**config.mk**
```make
export PLATFORM = sky130hd
export DESIGN_NAME = byte_unstriping_deskew
export DESIGN_NICKNAME = d
export VERILOG_FILES = /design/src/rtl/byte_unstriping_deskew.sv
export SDC_FILE = /design/constraint.sdc
export NUM_CORES = 1
export LEC_CHECK = 0
export CORE_MARGIN = 4
export CORE_UTILIZATION = 50
export CTS_CLUSTER_SIZE = 14
export DETAILED_ROUTE_END_ITERATION = 6
export PLACE_DENSITY = 0.69
export SYNTH_ARGS = -nofsm -noshare
export SYNTH_HDL_FRONTEND = slang
export SYNTH_SLANG_ARGS = --single-unit
```
**constraint.sdc**
```tcl
create_clock -name clk_2f -period 3 [get_ports clk_2f]
set_clock_uncertainty 0.05 [all_clocks]
set_input_delay 0.45 -clock clk_2f [delete_from_list [all_inputs] [get_ports clk_2f]]
set_output_delay 0.45 -clock clk_2f [all_outputs]
set_load 0.005 [all_outputs]
```
**src/rtl/byte_unstriping_deskew.sv**
```systemverilog
// Two-lane byte unstriper with deskew.
// Each lane writes a small FIFO that absorbs inter-lane skew. Once both FIFOs
// hold data, the block interleaves lane 0 and lane 1 words into one ordered
// stream, starting with lane 0.
// Ports:
//   clk_2f    - single clock, rising edge
//   reset_L   - asynchronous active-low reset
//   lane_0/1  - lane words (lane 0 carries even words, lane 1 odd words)
//   valid_0/1 - lane qualifiers; each writes its FIFO on the edge
//   data_out  - re-ordered word, held across underruns
//   valid_out - data_out qualifier, one cycle per word
//   aligned   - high while the stream is being interleaved
//   skew_err  - sticky: one lane held data too long before alignment
//   ovf_err   - sticky: a lane FIFO overflowed
module byte_unstriping_deskew #(
    parameter int unsigned WIDTH    = 32,
    parameter int unsigned DEPTH    = 4,
    parameter int unsigned MAX_SKEW = 3
) (
    input  logic             clk_2f,
    input  logic             reset_L,
    input  logic [WIDTH-1:0] lane_0,
    input  logic             valid_0,
    input  logic [WIDTH-1:0] lane_1,
    input  logic             valid_1,
    output logic [WIDTH-1:0] data_out,
    output logic             valid_out,
    output logic             aligned,
    output logic             skew_err,
    output logic             ovf_err
);

    localparam int unsigned AW = $clog2(DEPTH);
    localparam int unsigned CW = $clog2(MAX_SKEW + 1);

    typedef enum logic [1:0] {StIdle, StRun, StErr} state_e;

    state_e           state_q, state_d;
    logic             sel_q, sel_d;
    logic [CW-1:0]    skew_cnt_q, skew_cnt_d;
    logic             skew_err_q, skew_err_d;
    logic             ovf_err_q, ovf_err_d;
    logic [WIDTH-1:0] data_out_q, data_out_d;
    logic             valid_out_q, valid_out_d;

    logic [WIDTH-1:0] din [2];
    logic [WIDTH-1:0] head_lane [2];
    logic [WIDTH-1:0] head;
    logic [1:0]       in_valid, empty, full, push, pop, ovf;
    logic             running, frozen;

    assign din[0]   = lane_0;
    assign din[1]   = lane_1;
    assign in_valid = {valid_1, valid_0};
    assign running  = (state_q == StRun);
    assign frozen   = (state_q == StErr);

    // Only the lane selected by sel may pop, and only while running.
    assign pop  = running ? {sel_q & ~empty[1], ~sel_q & ~empty[0]} : 2'b00;
    // A full FIFO still accepts a write when it pops on the same edge.
    assign push = frozen ? 2'b00 : (in_valid & (~full | pop));
    assign ovf  = frozen ? 2'b00 : (in_valid & full & ~pop);
    assign head = sel_q ? head_lane[1] : head_lane[0];

    for (genvar g = 0; g < 2; g++) begin : g_lane
        logic [WIDTH-1:0] mem_q [DEPTH];
        logic [AW-1:0]    wptr_q, rptr_q;
        logic [AW:0]      cnt_q;

        assign empty[g]     = (cnt_q == '0);
        assign full[g]      = (cnt_q == (AW + 1)'(DEPTH));
        assign head_lane[g] = mem_q[rptr_q];

        // Storage needs no reset; the pointers define what is valid.
        always_ff @(posedge clk_2f) begin
            if (push[g]) begin
                mem_q[wptr_q] <= din[g];
            end
        end

        always_ff @(posedge clk_2f or negedge reset_L) begin
            if (!reset_L) begin
                wptr_q <= '0;
                rptr_q <= '0;
                cnt_q  <= '0;
            end else begin
                if (push[g]) wptr_q <= wptr_q + 1'b1;
                if (pop[g])  rptr_q <= rptr_q + 1'b1;
                case ({push[g], pop[g]})
                    2'b10:   cnt_q <= cnt_q + 1'b1;
                    2'b01:   cnt_q <= cnt_q - 1'b1;
                    default: cnt_q <= cnt_q;
                endcase
            end
        end
    end

    // State register.
    always_ff @(posedge clk_2f or negedge reset_L) begin
        if (!reset_L) begin
            state_q     <= StIdle;
            sel_q       <= 1'b0;
            skew_cnt_q  <= '0;
            skew_err_q  <= 1'b0;
            ovf_err_q   <= 1'b0;
            data_out_q  <= '0;
            valid_out_q <= 1'b0;
        end else begin
            state_q     <= state_d;
            sel_q       <= sel_d;
            skew_cnt_q  <= skew_cnt_d;
            skew_err_q  <= skew_err_d;
            ovf_err_q   <= ovf_err_d;
            data_out_q  <= data_out_d;
            valid_out_q <= valid_out_d;
        end
    end

    // Next-state logic.
    always_comb begin
        state_d    = state_q;
        sel_d      = sel_q;
        skew_cnt_d = skew_cnt_q;
        skew_err_d = skew_err_q;
        ovf_err_d  = ovf_err_q;
        unique case (state_q)
            StIdle: begin
                if (!empty[0] && !empty[1]) begin
                    state_d    = StRun;
                    sel_d      = 1'b0;
                    skew_cnt_d = '0;
                end else if (empty[0] && empty[1]) begin
                    skew_cnt_d = '0;
                end else begin
                    skew_cnt_d = skew_cnt_q + 1'b1;
                    if (skew_cnt_d == CW'(MAX_SKEW)) begin
                        skew_err_d = 1'b1;
                        state_d    = StErr;
                    end
                end
            end
            StRun: begin
                if (|pop) sel_d = ~sel_q;
            end
            StErr: begin
            end
            default: state_d = StErr;
        endcase
        // Overflow can coincide with a skew error; both flags set.
        if (|ovf) begin
            ovf_err_d = 1'b1;
            state_d   = StErr;
        end
    end

    // Outputs.
    always_comb begin
        aligned     = (state_q == StRun);
        valid_out_d = (|pop) && (state_d != StErr);
        data_out_d  = (|pop) ? head : data_out_q;
    end

    assign data_out  = data_out_q;
    assign valid_out = valid_out_q;
    assign skew_err  = skew_err_q;
    assign ovf_err   = ovf_err_q;

endmodule

```
Word level (Yosys, flattened, before mapping)

Memory sizes are Yosys's and may differ from the RTL's.
Index checks and enable logic that the tools add are counted.

Memories: 2
Input bits: 68
Register bits after elaboration: 54
Logic and storage cells: 85
RAM bits: 256

Eq/ne operators: 12
Reductions and logical operators: 16
$add $sub $neg: 9
Multiplexer cells: 20
Bitwise gates (word level): 13

Memory list:

| memory          | depth | width | read ports | clocked after memory_dff | wr ports | line | source |
|---|---|---|---|---|---|---|---|
| g_lane[0].mem_q | 4     | 32    | 1          | 0                        | 1        | 66   | `logic [WIDTH-1:0] mem_q [DEPTH];` |
| g_lane[1].mem_q | 4     | 32    | 1          | 0                        | 1        | 66   |  |

Operator list:

| cell                                                               | count |
|---|---|
| 32-bit two-way mux                                                 | 1 |
| 2-bit two-way mux                                                  | 9 |
| 3-bit case mux with 2 select lines                                 | 2 |
| 2-bit by 1-bit adder with 2-bit output, second input constant      | 5 |
| 2-bit == test, second input constant                               | 4 |
| 3-bit by 1-bit adder with 3-bit output, second input constant      | 2 |
| 2-bit bitwise AND                                                  | 3 |
| 2-bit by 1-bit == test with 1-bit output, second input constant    | 3 |
| 3-bit == test, second input constant                               | 2 |
| 3-bit logical NOT                                                  | 2 |
| 1-bit two-way mux                                                  | 6 |
| 2-bit nonzero test                                                 | 3 |
| 2-bit OR reduction                                                 | 3 |
| 3-bit by 1-bit subtractor with 3-bit output, second input constant | 2 |
| 1-bit NOT                                                          | 5 |
| 2-bit inequality test, second input constant                       | 2 |
| 2-bit NOT                                                          | 2 |
| 2-bit case mux with 2 select lines                                 | 1 |
| 4-bit AND reduction                                                | 1 |
| 1-bit logical AND                                                  | 3 |
| 3-bit AND reduction                                                | 1 |
| 1-bit bitwise AND                                                  | 2 |
| 1-bit logical NOT                                                  | 2 |
| 2-bit logical NOT                                                  | 1 |
| 3 further kinds                                                    | 3 |

Longest topological paths before layout

Gate-level depths: netlist of run 1.

Depth in word-level cells: 11
Mapped depth: 12
Gate-level depth less buffers: 10

Worst setup path before layout of run 1

No wires, ideal clock.

Path type: flip-flop to flip-flop
From: register state_q[1]
To: memory g_lane[1].mem_q[0][0], enable pin
Stages on the path, launching flop included: 7
Library setup time: 0.392 ns
Path buffers: 2
Required time: 2.558 ns
Data arrival time: 1.966 ns
Setup slack: 0.592 ns
Path through: dfrtp_1 > buf_2 > nand3b_1 > nand4_1 > and3_1 > clkbuf_1 > and2_1

Word-level cells in the longest chain between the ends: 7
Elaborated cells between the ends (all ways): 8
Classes of those cells: eq/ne: 2; mux: 4; bitwise: 2

Ends and longest elaborated chain:

| what                                      | line | source |
|---|---|---|
| start, declared                           | 38   | `state_e state_q, state_d;` |
| start signal, assigned                    | 101  | `state_q <= StIdle;` |
| start signal, assigned                    | 109  | `state_q <= state_d;` |
| 2-bit by 1-bit == test with 1-bit output  | 55   | `assign running = (state_q == StRun);` |
| 2-bit two-way mux                         | 59   | `assign pop = running ? {sel_q & ~empty[1], ~sel_q & ~empty[0]} : 2'b00;` |
| 2-bit OR                                  | 61   | `assign push = frozen ? 2'b00 : (in_valid & (~full \| pop));` |
| 2-bit bitwise AND                         | 61   |  |
| 2-bit two-way mux *                       | 61   |  |
| 1-bit two-way mux *                       | 76   | `if (push[g]) begin` |
| 1-bit two-way mux (implied by the code) * | 77   | `mem_q[wptr_q] <= din[g];` |
| end, declared                             | 66   |  |

Mark *: on every way between the ends. The rest lies on a longest branch, timed or not.

Worst setup path after layout of run 1

From: register state_q[1]
To: register g_lane[0].cnt_q[2]

Word-level cells in the longest chain between the ends: 7
Elaborated cells between the ends (all ways): 10
Classes of those cells: eq/ne: 4; mux: 3; bitwise: 2; reduce/logical: 1

Ends and longest elaborated chain:

| what                                                                             | line | source |
|---|---|---|
| 2-bit by 1-bit == test with 1-bit output                                         | 55   |  |
| 2-bit two-way mux                                                                | 59   |  |
| 2-bit OR                                                                         | 61   |  |
| 2-bit bitwise AND                                                                | 61   |  |
| 2-bit two-way mux                                                                | 61   |  |
| 2-bit by 1-bit == test with 1-bit output / 2-bit == test (equally long branches) | 89   | `case ({push[g], pop[g]})` |
| 3-bit case mux with 2 select lines / 2-bit nonzero test (equally long branches)  | --   |  |
| end signal, assigned                                                             | 90   | `2'b10: cnt_q <= cnt_q + 1'b1;` |
| end signal, assigned                                                             | 91   | `2'b01: cnt_q <= cnt_q - 1'b1;` |
| end signal, assigned                                                             | 92   | `default: cnt_q <= cnt_q;` |
| end, declared                                                                    | 68   | `logic [AW:0] cnt_q;` |

Parallel ways exist; a longest one is shown, timed or not.
A chain may end at the register's enable or synchronous reset.

==> results of run 1 <==
[layout make-up]
class	count	area share
clock buffer	50	0.0610
clock inverter	6	0.00422
inverter	18	0.00465
multi-input combinational	268	0.198
sequential	310	0.622
tap	324	0.0279
timing repair buffer	119	0.0823
[flip-flops by register name, indices dropped and copies added, names as in the netlist]
signal	cells
skew_err	1
g_lane.wptr_q	4
state_q	2
valid_out	1
skew_cnt_q	2
g_lane.rptr_q	4
data_out	32
g_lane.mem_q	256
sel_q	1
ovf_err	1
g_lane.cnt_q	6
[kinds of logic (layout without fill, tap and decap cells)]
group,count (synthesis),after routing
mux,131,131
buf+inv,51,193
simple gates,66,66
xor+xnor,12,12
compound gates,44,44
flops,310,310
fa+ha+maj,15,15
[synth_stat cells (2+ instances only)]
master,number
sky130_fd_sc_hd__edfxtp_1,256
sky130_fd_sc_hd__mux2i_1,65
sky130_fd_sc_hd__dfrtp_1,54
sky130_fd_sc_hd__nand2_1,37
sky130_fd_sc_hd__mux2_2,31
sky130_fd_sc_hd__mux4_2,29
sky130_fd_sc_hd__inv_1,18
sky130_fd_sc_hd__o221ai_1,18
sky130_fd_sc_hd__buf_2,15
sky130_fd_sc_hd__o221ai_2,14
sky130_fd_sc_hd__ha_1,13
sky130_fd_sc_hd__and2_1,8
sky130_fd_sc_hd__xnor2_1,6
sky130_fd_sc_hd__xor2_1,6
sky130_fd_sc_hd__clkbuf_8,5
sky130_fd_sc_hd__nor2_1,5
sky130_fd_sc_hd__o21ai_0,5
sky130_fd_sc_hd__buf_12,3
sky130_fd_sc_hd__buf_8,3
sky130_fd_sc_hd__mux2_1,3
sky130_fd_sc_hd__mux4_1,3
sky130_fd_sc_hd__and3_1,2
sky130_fd_sc_hd__buf_6,2
sky130_fd_sc_hd__clkbuf_1,2
sky130_fd_sc_hd__clkbuf_4,2
sky130_fd_sc_hd__fa_1,2
sky130_fd_sc_hd__nor3_2,2
[power by group]
group          switching [mW]  internal, mW  leakage [nW]
Combinational           0.904         0.823          1.42
Clock                    1.49          2.10         0.464
Sequential              0.188          4.88          3.01
Total                    2.58          7.80          4.90
[worst max-delay path, stage by stage, from the launching register on]
cell                        delay, ns
sky130_fd_sc_hd__dfrtp_1         0.49
sky130_fd_sc_hd__nand2b_4        0.21
sky130_fd_sc_hd__o2111ai_1       0.15
sky130_fd_sc_hd__and3_1          0.29
sky130_fd_sc_hd__inv_1           0.09
sky130_fd_sc_hd__ha_1            0.17
sky130_fd_sc_hd__inv_1           0.06
sky130_fd_sc_hd__fa_1            0.38
sky130_fd_sc_hd__xor2_1          0.15
sky130_fd_sc_hd__nor2_1          0.11
sky130_fd_sc_hd__xor2_1          0.16
[routing by layer]
layer  GRT usage  share of wire
met4      0.0401          0.017
met2       0.302           0.50
met1       0.244           0.43
met3      0.0332          0.057
met5           0              0
[how the worst min path moves through the flow]
stage | start | slack [ns] | cells past startpoint | to
after floorplan | reset_L | 0.10 | 0 | data_out[0]$_DFFE_PN0P_
final | reset_L | -0.003 | 2 | data_out[25]$_DFFE_PN0P_
after global placement | ovf_err$_DFFE_PN0P_ | 0.40 | 1 | ovf_err$_DFFE_PN0P_
after CTS | reset_L | 0.04 | 2 | g_lane[1].rptr_q[1]$_DFFE_PN0P_
after global routing | reset_L | 0.05 | 2 | g_lane[1].rptr_q[1]$_DFFE_PN0P_
after detailed placement | ovf_err$_DFFE_PN0P_ | 0.40 | 1 | ovf_err$_DFFE_PN0P_
==> impl_metrics.toml, run 1 <==
[final_layout]
layout_common_cells = "sky130_fd_sc_hd__edfxtp_1 (256), sky130_fd_sc_hd__clkdlybuf4s50_1 (102), sky130_fd_sc_hd__mux2i_1 (65)"
multi_input_area_um2 = 2870
final_util = 0.599
fillCellCount = 1772
antenna_cells = 0
final_layout_size_suffix_gt1_frac = 0.189
finish.net_count = 830
finalInstanceArea_um2 = 14500
areaGrowthSynthToFinish_pct = 18.4
final_cell_count_no_fill = 1095
regArea_um2 = 9040
layout_commonest_cell = "sky130_fd_sc_hd__edfxtp_1"

[die]
die_y_um = 165
io_pins = 104
placeableCoreArea_um2 = 24200
floorplan.die_area_um2 = 27100
die_width_um = 165
row_count = 57
initial_cell_density_of_the_core = 0.506

[setup_path]
worst-setup-path-type = "flop to flop"
ff2ff_setup_slack_ns = 0.61
critical_path_arrival_ns = 2.81
worst_r2r_path_depth = 10
worst_setup_path_start_kind = "flop"
crit-reg2reg-launch = "state_q[1]$_DFF_PN0_"
critPathLaunch = "state_q[1]$_DFF_PN0_"
worst_ep_required_time_ns = 3.42
worstPathMaxFanout = 10
critPathCaptureType = "flop"
worstSetupEndpoint = "g_lane[0].cnt_q[2]$_DFFE_PN0P_"
r2r-end = "g_lane[0].cnt_q[2]$_DFFE_PN0P_"

[sta]
setup_tns_ns = 0
slew_at_the_pin_closest_to_its_max_slew_limit_ns = 0.783
final.min_clock_period_ns = 2.39
period_share = 0.797
setup_violations = 0
final_critical_path_setup_slack_ns = 0.610
achievable_frequency_mhz = 418
finalMaxSlewViolations = 0
worst_hold_slack_across_all_endpoints_ns = -0.00329
timing_hold_violations_final = 2
timing.slew.headroom = 0.478
rsz0062_at_grt = "no"

[drt]
post-route-drc-count = 0
total_wire_length_after_detailed_routing_um = 23500
drtPass1Iterations = 5
routedWlPerCell_um = 21.4
detailedRoute.firstIterationViolations = 395
via_per_inst = 5.46
ant_nets = 0
vias = 5976

[clock_tree]
clockBufferDepth = 3
htree_num_levels = 1
ctsRootBufferMaster = "sky130_fd_sc_hd__clkbuf_16"
cts.repair_timing.setup_buffer_count = 0
tritoncts_sink_count = 310
post_cts.resized_instances = 0
cts_inserted_buffers = 30
post_cts_hold_buffer_count = 0
cts.clk_slew.worst_paths_ns = 0.06
clock_latency_ns = 0.55
cts_tree = "built"

[synthesis]
synth_xor_area_frac = 0.00856
share_of_cell_area_taken_by_muxes_after_synthesis = 0.144
synth.net_count = 712
number_of_synthesized_flops_with_an_enable_pin = 256
top_area_cells_in_the_synthesized_netlist = "sky130_fd_sc_hd__edfxtp_1 (63%), sky130_fd_sc_hd__dfrtp_1 (11%), sky130_fd_sc_hd__mux4_2 (5.3%)"
ys.flop_type = "sky130_fd_sc_hd__edfxtp_1"
synth_cell_types = 47
main_combinational_cell_family_by_area_after_synthesis = "multiplexers"
synth-seq-cells = 310
post_synth_fa_ha_maj_area_fraction = 0.0165
yosysWarningCount = 0
synth_compound_gate_area_share = 0.0365
yosysTopAreaCell = "sky130_fd_sc_hd__edfxtp_1"
syn_area_per_cell_um2 = 19.5
synthSimpleGateAreaFrac = 0.0282
synth_sequential_area_ratio = 0.736
synth_async_sr_flop_share = 0.174
synthesis.instances = 629
portion_of_synthesized_cell_area_occupied_by_the_leading_cell_type = 0.626
synth_area_um2 = 12300

[pwr]
pwr_density_cell_nw_per_um2 = 714
leakagePower_nw = 4.90
tot_pwr_mw = 10.4
peakVddDrop_v = 0.000452

[global_route]
grt_antenna_before_repair = 0
maximum_number_of_pins_on_one_net_before_global_route_repair = 55
grt_first_pass_wirelength_um = 36800
total_grt_overflow = 0
groute.usage.overall = 0.178
number_of_global_route_vias_before_repair = 6490

[place]
placed_cells_incl_taps = 1039
dpl-instance-area_um2 = 13600
globalplace.congestion = 0.788
dp_slack_ns = 0.611
dp.final_hpwl_um = 14800
port_buffers = 103

[hold_path]
hp-class = "input port to asynchronous set/reset pin"

[outcome]
violations = "hold timing"
run_status = "complete, but fails checks"

[run]
max_cap_viol_count = 0
(Power assumes the default switching activity.)
==> run 2, diff against run 1 <==
--- a/config.mk
+++ b/config.mk
@@ -9,7 +9,7 @@
 export CORE_UTILIZATION = 50
 export CTS_CLUSTER_SIZE = 14
 export DETAILED_ROUTE_END_ITERATION = 6
-export PLACE_DENSITY = 0.69
+export PLACE_DENSITY = 0.72
 export SYNTH_ARGS = -nofsm -noshare
 export SYNTH_HDL_FRONTEND = slang
 export SYNTH_SLANG_ARGS = --single-unit
==> constraint.sdc (replaced) <==
create_clock -name clk_2f -period 1.9 [get_ports clk_2f]
set_clock_uncertainty 0.05 [all_clocks]
set_input_delay 0.285 -clock clk_2f [delete_from_list [all_inputs] [get_ports clk_2f]]
set_output_delay 0.285 -clock clk_2f [all_outputs]
set_load 0.005 [all_outputs]
==> run 2 against run 1 <==
  * The flow finishes with violations (setup timing)
  * Sequential share of layout area fell by 5.1 points
  * Count of clock-buffer cells in the layout fell by 4
  * Clock power rose by 69%
  * Worst setup slack got worse by 0.81 ns
  * Core utilization rose by 5.4 points
  * Maximum frequency rose by 14%
  * Non-clock buffer count rose by 67
  * Critical endpoint is now g_lane[1].cnt_q[2]$_DFFE_PN0P_
==> impl_metrics.toml, run 2 (synthesis gave the netlist of run 1 again) <==
[die]
die_y_um = 165
io_pins = 104
floorplan.die_area_um2 = 27100
placeableCoreArea_um2 = 24200
die_width_um = 165
row_count = 57
initial_cell_density_of_the_core = 0.506

[place]
globalplace.congestion = 0.802
placed_cells_incl_taps = 1082
port_buffers = 103
dp.final_hpwl_um = 16500

[final_layout]
layout_common_cells = "sky130_fd_sc_hd__edfxtp_1 (256), sky130_fd_sc_hd__clkdlybuf4s50_1 (101), sky130_fd_sc_hd__mux2i_1 (65)"
multi_input_area_um2 = 3070
fillCellCount = 1604
largest-register = "g_lane.mem_q"
antenna_cells = 0
finish.net_count = 898
final_cell_count_no_fill = 1163
final_layout_size_suffix_gt1_frac = 0.312
largest_register_ff_count = 256
areaGrowthSynthToFinish_pct = 29.1
regArea_um2 = 9050
layout_commonest_cell = "sky130_fd_sc_hd__edfxtp_1"

[setup_path]
cpMostUsedCell = "sky130_fd_sc_hd__xor2_1"
worst-setup-path-type = "flop to flop"
timing.critical_path.slowest_stage_cell = "sky130_fd_sc_hd__dfrtp_1"
critPathCaptureType = "flop"
worst_ep_required_time_ns = 2.31
critical_path_arrival_ns = 2.50
worst_setup_path_start_kind = "flop"
crit_chain = "buf_6 > nand3b_1 > nand4_1 > and3_4 > inv_4 > ha_4 > inv_2 > fa_2 > xor2_1 > nor2_1 > xor2_1"
worstPathMaxFanout = 2
worst_path_max_stage_delay_ns = 0.38

[sta]
timing.slew.headroom = 0.730
rsz0062_at_grt = "yes"
slew_at_the_pin_closest_to_its_max_slew_limit_ns = 0.406
final_critical_path_setup_slack_ns = -0.196
finalMaxSlewViolations = 0
achievable_frequency_mhz = 477
worst_hold_slack_across_all_endpoints_ns = 0.146
setup_violations = 135
period_share = 1.10
timing_hold_violations_final = 0
final.min_clock_period_ns = 2.10

[drt]
vias = 6414
routedWlPerCell_um = 22.9
post-route-drc-count = 0
ant_nets = 0
total_wire_length_after_detailed_routing_um = 26700
detailedRoute.firstIterationViolations = 568
drtPass1Iterations = 5
via_per_inst = 5.52

[run]
max_cap_viol_count = 0

[hold_path]
hp-class = "input port to asynchronous set/reset pin"

[outcome]
run_status = "complete, but fails checks"
violations = "setup timing"

[global_route]
maximum_number_of_pins_on_one_net_before_global_route_repair = 37
groute.usage.overall = 0.187
number_of_global_route_vias_before_repair = 6825
grt_antenna_before_repair = 1
total_grt_overflow = 0
grt_first_pass_wirelength_um = 38800

[pwr]
leakagePower_nw = 5.47
pwr_density_cell_nw_per_um2 = 1100
peakVddDrop_v = 0.000690

[clock_tree]
cts_tree = "built"
cts.clk_slew.worst_paths_ns = 0.06
clock_latency_ns = 0.54
htree_num_levels = 1
tritoncts_sink_count = 310
ctsRootBufferMaster = "sky130_fd_sc_hd__clkbuf_16"
cts_inserted_buffers = 31
clockBufferDepth = 3
==> run 2: cell types whose count changed in the layout (fill, tap and decap cells not counted), moves of 6 or more <==
| cell | previous run | this run |
|---|---|---|
| sky130_fd_sc_hd__and2_4 | 0 | 8 |
| sky130_fd_sc_hd__buf_12 | 4 | 26 |
| sky130_fd_sc_hd__buf_4 | 12 | 34 |
| sky130_fd_sc_hd__buf_6 | 0 | 9 |
| sky130_fd_sc_hd__clkbuf_1 | 15 | 9 |
| sky130_fd_sc_hd__clkbuf_16 | 31 | 41 |
| sky130_fd_sc_hd__mux2_2 | 31 | 25 |
| sky130_fd_sc_hd__mux2_4 | 0 | 6 |
| sky130_fd_sc_hd__nand2_1 | 37 | 26 |
| sky130_fd_sc_hd__nand2_2 | 0 | 11 |
| sky130_fd_sc_hd__o221ai_1 | 18 | 8 |
| sky130_fd_sc_hd__o221ai_2 | 14 | 24 |
==> run 2: layout make-up <==
type / count / share of cell area
Sequential cell: 310 / 0.571
Timing Repair Buffer: 186 / 0.141
Clock buffer: 46 / 0.0563
Multi-Input combinational cell: 268 / 0.194
Clock inverter: 11 / 0.00845
Tap cell: 324 / 0.0256
Inverter: 18 / 0.00458
==> run 2: through the flow <==
stage / total power, mW / TNS (ns) / utilization / setup WS [ns] / cell area, um^2
after CTS: 17.4 / -0.570 / 0.635 / -0.106 / 15400
after global placement: 11.1 / -2.77 / 0.587 / -0.156 / 14200
final: 17.4 / -11.56 / 0.654 / -0.196 / 15800
after detailed placement: 11.2 / -7.19 / 0.587 / -0.193 / 14200
after global routing: 18.2 / -21.37 / 0.654 / -0.278 / 15800
after floorplan: 9.89 / -18.17 / - / -0.157 / 12400
==> run 2: worst max-delay path: cells and delay by family, from the launching register on <==
kind / cells / cell delay [ns]
xor gates and xnor gates: 2 / 0.30
DFF: 1 / 0.38
buffers and inverters: 3 / 0.20
and+or+nand+nor: 4 / 0.64
adders and majority gates: 2 / 0.46
==> run 2: where the power goes <==
part / total (mW) / switching [mW] / internal [mW] / leakage [nW]
logic: 3.43 / 1.69 / 1.74 / 1.96
registers: 7.96 / 0.255 / 7.71 / 3.01
clock network: 6.04 / 2.40 / 3.64 / 0.502
total: 17.4 / 4.35 / 13.1 / 5.47
==> run 2: timing repair <==
action	in CTS	in global routing
hold buffers	1	0
resized for setup	13	39
endpoints found under the setup margin	134	262
gates cloned	1	14
pin swaps	4	15
hold endpoints to repair	54	0
buffers inserted	5	4
==> run 2: layer usage <==
metal | vias to the layer above | track usage | wire length (um)
met4 | 2 | 0.0348 | 425
met5 | - | 0 | 11
met1 | 3330 | 0.252 | 10900
li1 | 2852 | - | -
met2 | 192 | 0.327 | 13800
met3 | 38 | 0.0334 | 1500
==> run 2: worst paths after layout <==
check	to	start	slack (ns)	cells after the start
worst max-delay path	g_lane[1].cnt_q[2]$_DFFE_PN0P_	state_q[1]$_DFF_PN0_	-0.20	11
worst min register to register	skew_err$_DFFE_PN0P_	skew_err$_DFFE_PN0P_	0.43	1
worst max register to register	g_lane[1].cnt_q[2]$_DFFE_PN0P_	state_q[1]$_DFF_PN0_	-0.20	11
worst min-delay path	data_out[26]$_DFFE_PN0P_	reset_L	0.15	2
min in group clk_2f	g_lane[0].mem_q[3][7]$_DFFE_PP_	lane_0[7]	0.33	1
max in group asynchronous	g_lane[0].rptr_q[1]$_DFFE_PN0P_	reset_L	1.10	3
==> run 3, diff against run 2 <==
--- a/config.mk
+++ b/config.mk
@@ -5,6 +5,7 @@
 export SDC_FILE = /design/constraint.sdc
 export NUM_CORES = 1
 export LEC_CHECK = 0
+export CAP_MARGIN = 20
 export CORE_MARGIN = 4
 export CORE_UTILIZATION = 50
 export CTS_CLUSTER_SIZE = 14
==> results of run 3 <==
No change in the layout: final DEF, timing and power equal those of run 2.
==> patch 1 (config.mk and constraints of run 3) <==
Set the parameter `WIDTH` to 36 (it was 32).
--- a/src/rtl/byte_unstriping_deskew.sv
+++ b/src/rtl/byte_unstriping_deskew.sv
@@ -15,3 +15,3 @@
 module byte_unstriping_deskew #(
-    parameter int unsigned WIDTH    = 32,
+    parameter int unsigned WIDTH    = 36,
     parameter int unsigned DEPTH    = 4,
Ports: changed (resized data_out, lane_0 and lane_1); port bits go from 104 to 116. The function was not compared with the original's and may differ.
==> patch 1 against run 3 <==
Total power increased by 11%. Design area increased by 8.9%. Synthesized area increased by 9.3%. Non-clock buffer count increased by 9. First-iteration DRC count increased by 7.9%. Sequential cell count increased by 36. Highest routed layer unchanged. Setup slack improved by 0.11 ns. Wire length increased by 8.7%. The flow still finishes with violations (negative setup slack). Sequential power increased by 12%. Maximum frequency increased by 5.5%.
==> patch 1: results <==
detailed_routing:
  drt_iter0_drc: 613
  dr.pass1.iters: 7
  wl_met1_um: 12000
  topRoutingLayerUsed: "met5"
  wl_per_cell_um: 23.2
  dr_total_vias: 7015
  wl_met2_um: 14700
  viasPerCell: 5.60
  met3WireLength_um: 1640
place:
  port_buffers: 115
  gp_congestion: 0.835
  post_dp_cell_area_um2: 15500
  place_inst: 1168
  dp_slack_ns: -0.188
  hpwl_um: 18100
clock_network:
  htreeDepth: 2
  clock_latency_ns: 0.52
  cts_buffers: 36
pwr:
  internal_power_w: 0.0145
  powerSeq_w: 0.00889
  leakage_nw: 5.93
  irDropWorstVdd_uv: 740
  combPwrFrac: 0.177
grt:
  grt_start_max_net_pins: 38
  grt_pass1_vias: 7360
  met2_usage: 0.313
  grtUsageMet3: 0.0368
  grt_usage: 0.191
  grtUsageMet1: 0.268
  grt_pass1_wl_um: 42700
setup_path:
  max_stage_delay_ns: 0.40
  cp_data_arrival_time_ns: 2.33
  path_max_fanout: 25
finish:
  n_fill_cell: 1615
  nets: 980
  largest_register_ffs: 288
  drive_above_1_share: 0.269
status:
  outcome: "finished with violations"
  failed_checks: "negative setup slack"
logic_synthesis:
  ys_types: 42
  synthTopCellsByArea: "edfxtp_1 (64%), dfrtp_1 (11%), mux4_2 (6.0%)"
  synth_compound_area_frac: 0.0295
  synth_edf_count: 288
  synthArstFlopShare: 0.168
  seq_area_frac_synth: 0.752
  synth_common_cells: "edfxtp_1 (288), mux2i_1 (73), dfrtp_1 (58), nand2_1 (41)"
  synth_nets: 783
  syn-instance-count: 692
  synth_xor_area_frac: 0.00783
  yosys.area_share.adder: 0.0151
  muxShareOfSynthArea: 0.147
sta:
  finalSetupViolations: 78
  worst_slew_pin_slew_ns: 0.443
  fin_ws_ns: -0.0878
patch 1: worst register-to-register path, stage by stage, from the launching register on:
cell	delay, ns
dfrtp_1	0.40
nor3_2	0.32
nor3_4	0.09
buf_4	0.14
buf_4	0.15
nor2_8	0.12
buf_12	0.20
mux2_2	0.39
patch 1: cell type report:
cell class	count	share of cell area
sequential	346	0.586
multi-input combinational	292	0.186
timing repair buffer	195	0.130
clock buffer	47	0.0594
tap	335	0.0243
clock inverter	19	0.0102
inverter	18	0.00421
patch 1: cells by family (layout without fill, tap and decap cells):
family          count (synthesis)  in the layout
compound gates                 48             48
fa+ha+maj                      15             15
xor+xnor                       12             12
simple gates                   70             70
mux                           147            147
buf+inv                        54            279
flops                         346            346
patch 1: worst paths after layout:
kind / start / end / slack [ns] / depth (start not counted)
max: g_lane[0].cnt_q[1] / data_out[20] / -0.09 / 7
max in group asynchronous: reset_L / data_out[9] / 0.86 / 4
min reg2reg: ovf_err / ovf_err / 0.42 / 1
min in group clk_2f: lane_0[25] / g_lane[0].mem_q[2][25] / 0.35 / 1
max reg2reg: g_lane[0].cnt_q[1] / data_out[20] / -0.09 / 7
min: reset_L / g_lane[1].rptr_q[0] / 0.20 / 2
patch 1: per-stage QoR:
step | TNS, ns | hold WS (ns) | power (W) | utilization
floorplan | -40.85 | -0.0606 | 0.0107 | -
global placement | -15.28 | 0.196 | 0.0121 | 0.593
detailed placement | -22.03 | 0.206 | 0.0122 | 0.593
CTS | -0.138 | 0.207 | 0.0194 | 0.645
global route | -11.31 | 0.236 | 0.0201 | 0.658
finish | -2.88 | 0.202 | 0.0193 | 0.658
patch 1: what timing repair did:
item                       in CTS  in global routing
hold buffers                    1                  0
cloned                          0                 11
resized for setup              28                 26
setup buffers                   6                  2
pin swaps                       7                  8
hold endpoints to repair       13                  0
setup endpoints to repair     274                289
==> patch 2 (settings of run 3) <==
Made on the original files. The output `valid_out` loses its register stage (`valid_out_q` becomes a continuous assignment).
--- a/src/rtl/byte_unstriping_deskew.sv
+++ b/src/rtl/byte_unstriping_deskew.sv
@@ -106,3 +106,2 @@
             data_out_q  <= '0;
-            valid_out_q <= 1'b0;
         end else begin
@@ -114,5 +113,6 @@
             data_out_q  <= data_out_d;
-            valid_out_q <= valid_out_d;
         end
     end
+
+    assign valid_out_q = valid_out_d;
 
Formal check against the unedited RTL: not equivalent (Yosys sat finds a counterexample within 4 cycles, from zero or initial values and one cycle with reset_L low).
==> patch 2 against run 3 <==
Largest power group unchanged. Sequential cell count is 1 lower. Critical path depth is 2 higher. The flow still finishes with violations (negative setup slack). First-iteration DRC count is 7.0% lower. Synthesized area is 0.20% lower. Non-clock buffer count is 52 higher. Hold slack better by 0.089 ns. Count of clock-buffer cells in the layout is 7 lower. Wire length is 16% higher. Total power is 1.2% higher. Via count is 7.8% higher. Setup slack worse by 0.24 ns. Global-route usage is 4.3 points higher. Design area is 5.5% higher.
==> patch 2: results <==
status:
  failed_checks: "negative setup slack"
  outcome: "finished with violations"
clock_network:
  cts_root_buf: "clkbuf_16"
  clock_latency_ns: 0.55
  htreeDepth: 1
  cts_buffer_depth: 3
  cts_buffers: 31
  clk_pin_slew_ns: 0.06
grt:
  grt_usage: 0.231
  antenna_found_initial: 1
  grt_pass1_wl_um: 45800
  grt_start_max_net_pins: 42
  grt_pass1_vias: 7520
logic_synthesis:
  synthArstFlopShare: 0.172
  seq_area_frac_synth: 0.736
  synth_edf_count: 256
  synthTopCellsByArea: "edfxtp_1 (63%), dfrtp_1 (11%), mux4_2 (5.3%)"
  ys_types: 47
  synth_common_cells: "edfxtp_1 (256), mux2i_1 (65), dfrtp_1 (53), nand2_1 (37), mux2_2 (31)"
  synth_nets: 711
  ys_warn_count: 0
place:
  dp_slack_ns: -0.474
  hpwl_um: 16400
  port_buffers: 103
  gp_congestion: 0.803
setup_path:
  critPathTopFamily: "buffers and inverters"
  max_stage_delay_ns: 0.41
  rr_endpoint: "g_lane[0].cnt_q[2]"
  r2r_cells: 13
  path_max_fanout: 2
  r2r-start: "g_lane[0].cnt_q[0]"
  criticalPathCategory: "flip-flop to flip-flop"
  endpoint: "g_lane[0].cnt_q[2]"
  cp_data_arrival_time_ns: 2.76
  cpMaxStageDelayCell: "dfrtp_1"
sta:
  finalSetupViolations: 295
  fin_ws_ns: -0.439
  maxSlewHeadroom: 0.575
finish:
  drive_above_1_share: 0.342
  n_antenna_cell: 0
  regMostFlops: "g_lane.mem_q"
  largest_register_ffs: 256
  n_fill_cell: 1448
  nets: 949
detailed_routing:
  dr_total_vias: 6917
  dr.pass1.iters: 5
  drt_iter0_drc: 528
  wl_um: 31000
min_path:
  hp-class: "primary input to async pin"
pwr:
  leakage_nw: 5.95
  irDropWorstVdd_uv: 745
-- patch 2: changes by cell type after synthesis --
cell     change
dfrtp_1      -1
-- patch 2: layout make-up --
type	instances	area share
clock buffers	39	0.0506
multi-input cells	268	0.188
clock inverters	19	0.00883
well taps	324	0.0242
inverters	18	0.00449
repair buffers	238	0.184
flip-flops and latches	309	0.539
-- patch 2: what timing repair did --
action / CTS / global route
hold buffers: 1 / 0
resized for setup: 123 / 46
endpoints found under the hold margin: 20 / 0
pin swaps: 21 / 9
buffers inserted: 52 / 21
gates cloned: 24 / 1
setup endpoints to repair: 293 / 297
-- patch 2: cells by family after synthesis --
logic type	Yosys count	share of synthesized area
fa+ha+maj	15	0.0165
mux	131	0.144
simple gates	66	0.0283
flops	309	0.736
buf+inv	51	0.0301
xor+xnor	12	0.00858
compound gates	44	0.0366
-- patch 2: worst register-to-register path, stage by stage, from the launching register on --
cell       delay [ns]
dfrtp_1          0.41
buf_4            0.15
buf_6            0.11
inv_2            0.06
o2111ai_4        0.12
buf_6            0.14
and3_4           0.18
inv_4            0.07
ha_4             0.13
inv_2            0.03
fa_2             0.36
xor2_2           0.16
nor2_1           0.15
xor2_1           0.15
-- patch 2: through the flow --
| stage | total power, W | std cells | setup TNS (ns) | instance area (um2) |
|---|---|---|---|---|
| after floorplan | 0.00987 | 628 | -18.17 | 12300 |
| after global placement | 0.0111 | 1082 | -12.16 | 14200 |
| after detailed placement | 0.0113 | 1082 | -21.47 | 14200 |
| after CTS | 0.0175 | 1213 | -36.74 | 16700 |
| after global routing | 0.0183 | 1215 | -73.38 | 16700 |
| final | 0.0176 | 1215 | -55.66 | 16700 |
-- patch 2: report_power, final --
part	leakage, nW	internal (W)	switching, W
logic	2.47	0.00196	0.00183
registers	2.99	0.00769	0.000281
clock network	0.494	0.00341	0.00248
-- patch 2: worst min-delay path by stage --
stage	end	slack [ns]	cells past startpoint
4_1_cts	data_out[27]	0.24	2
3_5_place_dp	data_out[27]	0.29	1
3_3_place_gp	data_out[27]	0.28	1
2_1_floorplan	data_out[0]	-0.06	0
5_1_grt	data_out[27]	0.30	2
6_report	data_out[27]	0.24	2
-- patch 2: per-layer routing --
layer  wire, um  global-route usage
met1      11600               0.294
met2      16400               0.415
met3       2150              0.0359
met4        850              0.0597
met5         13                   0
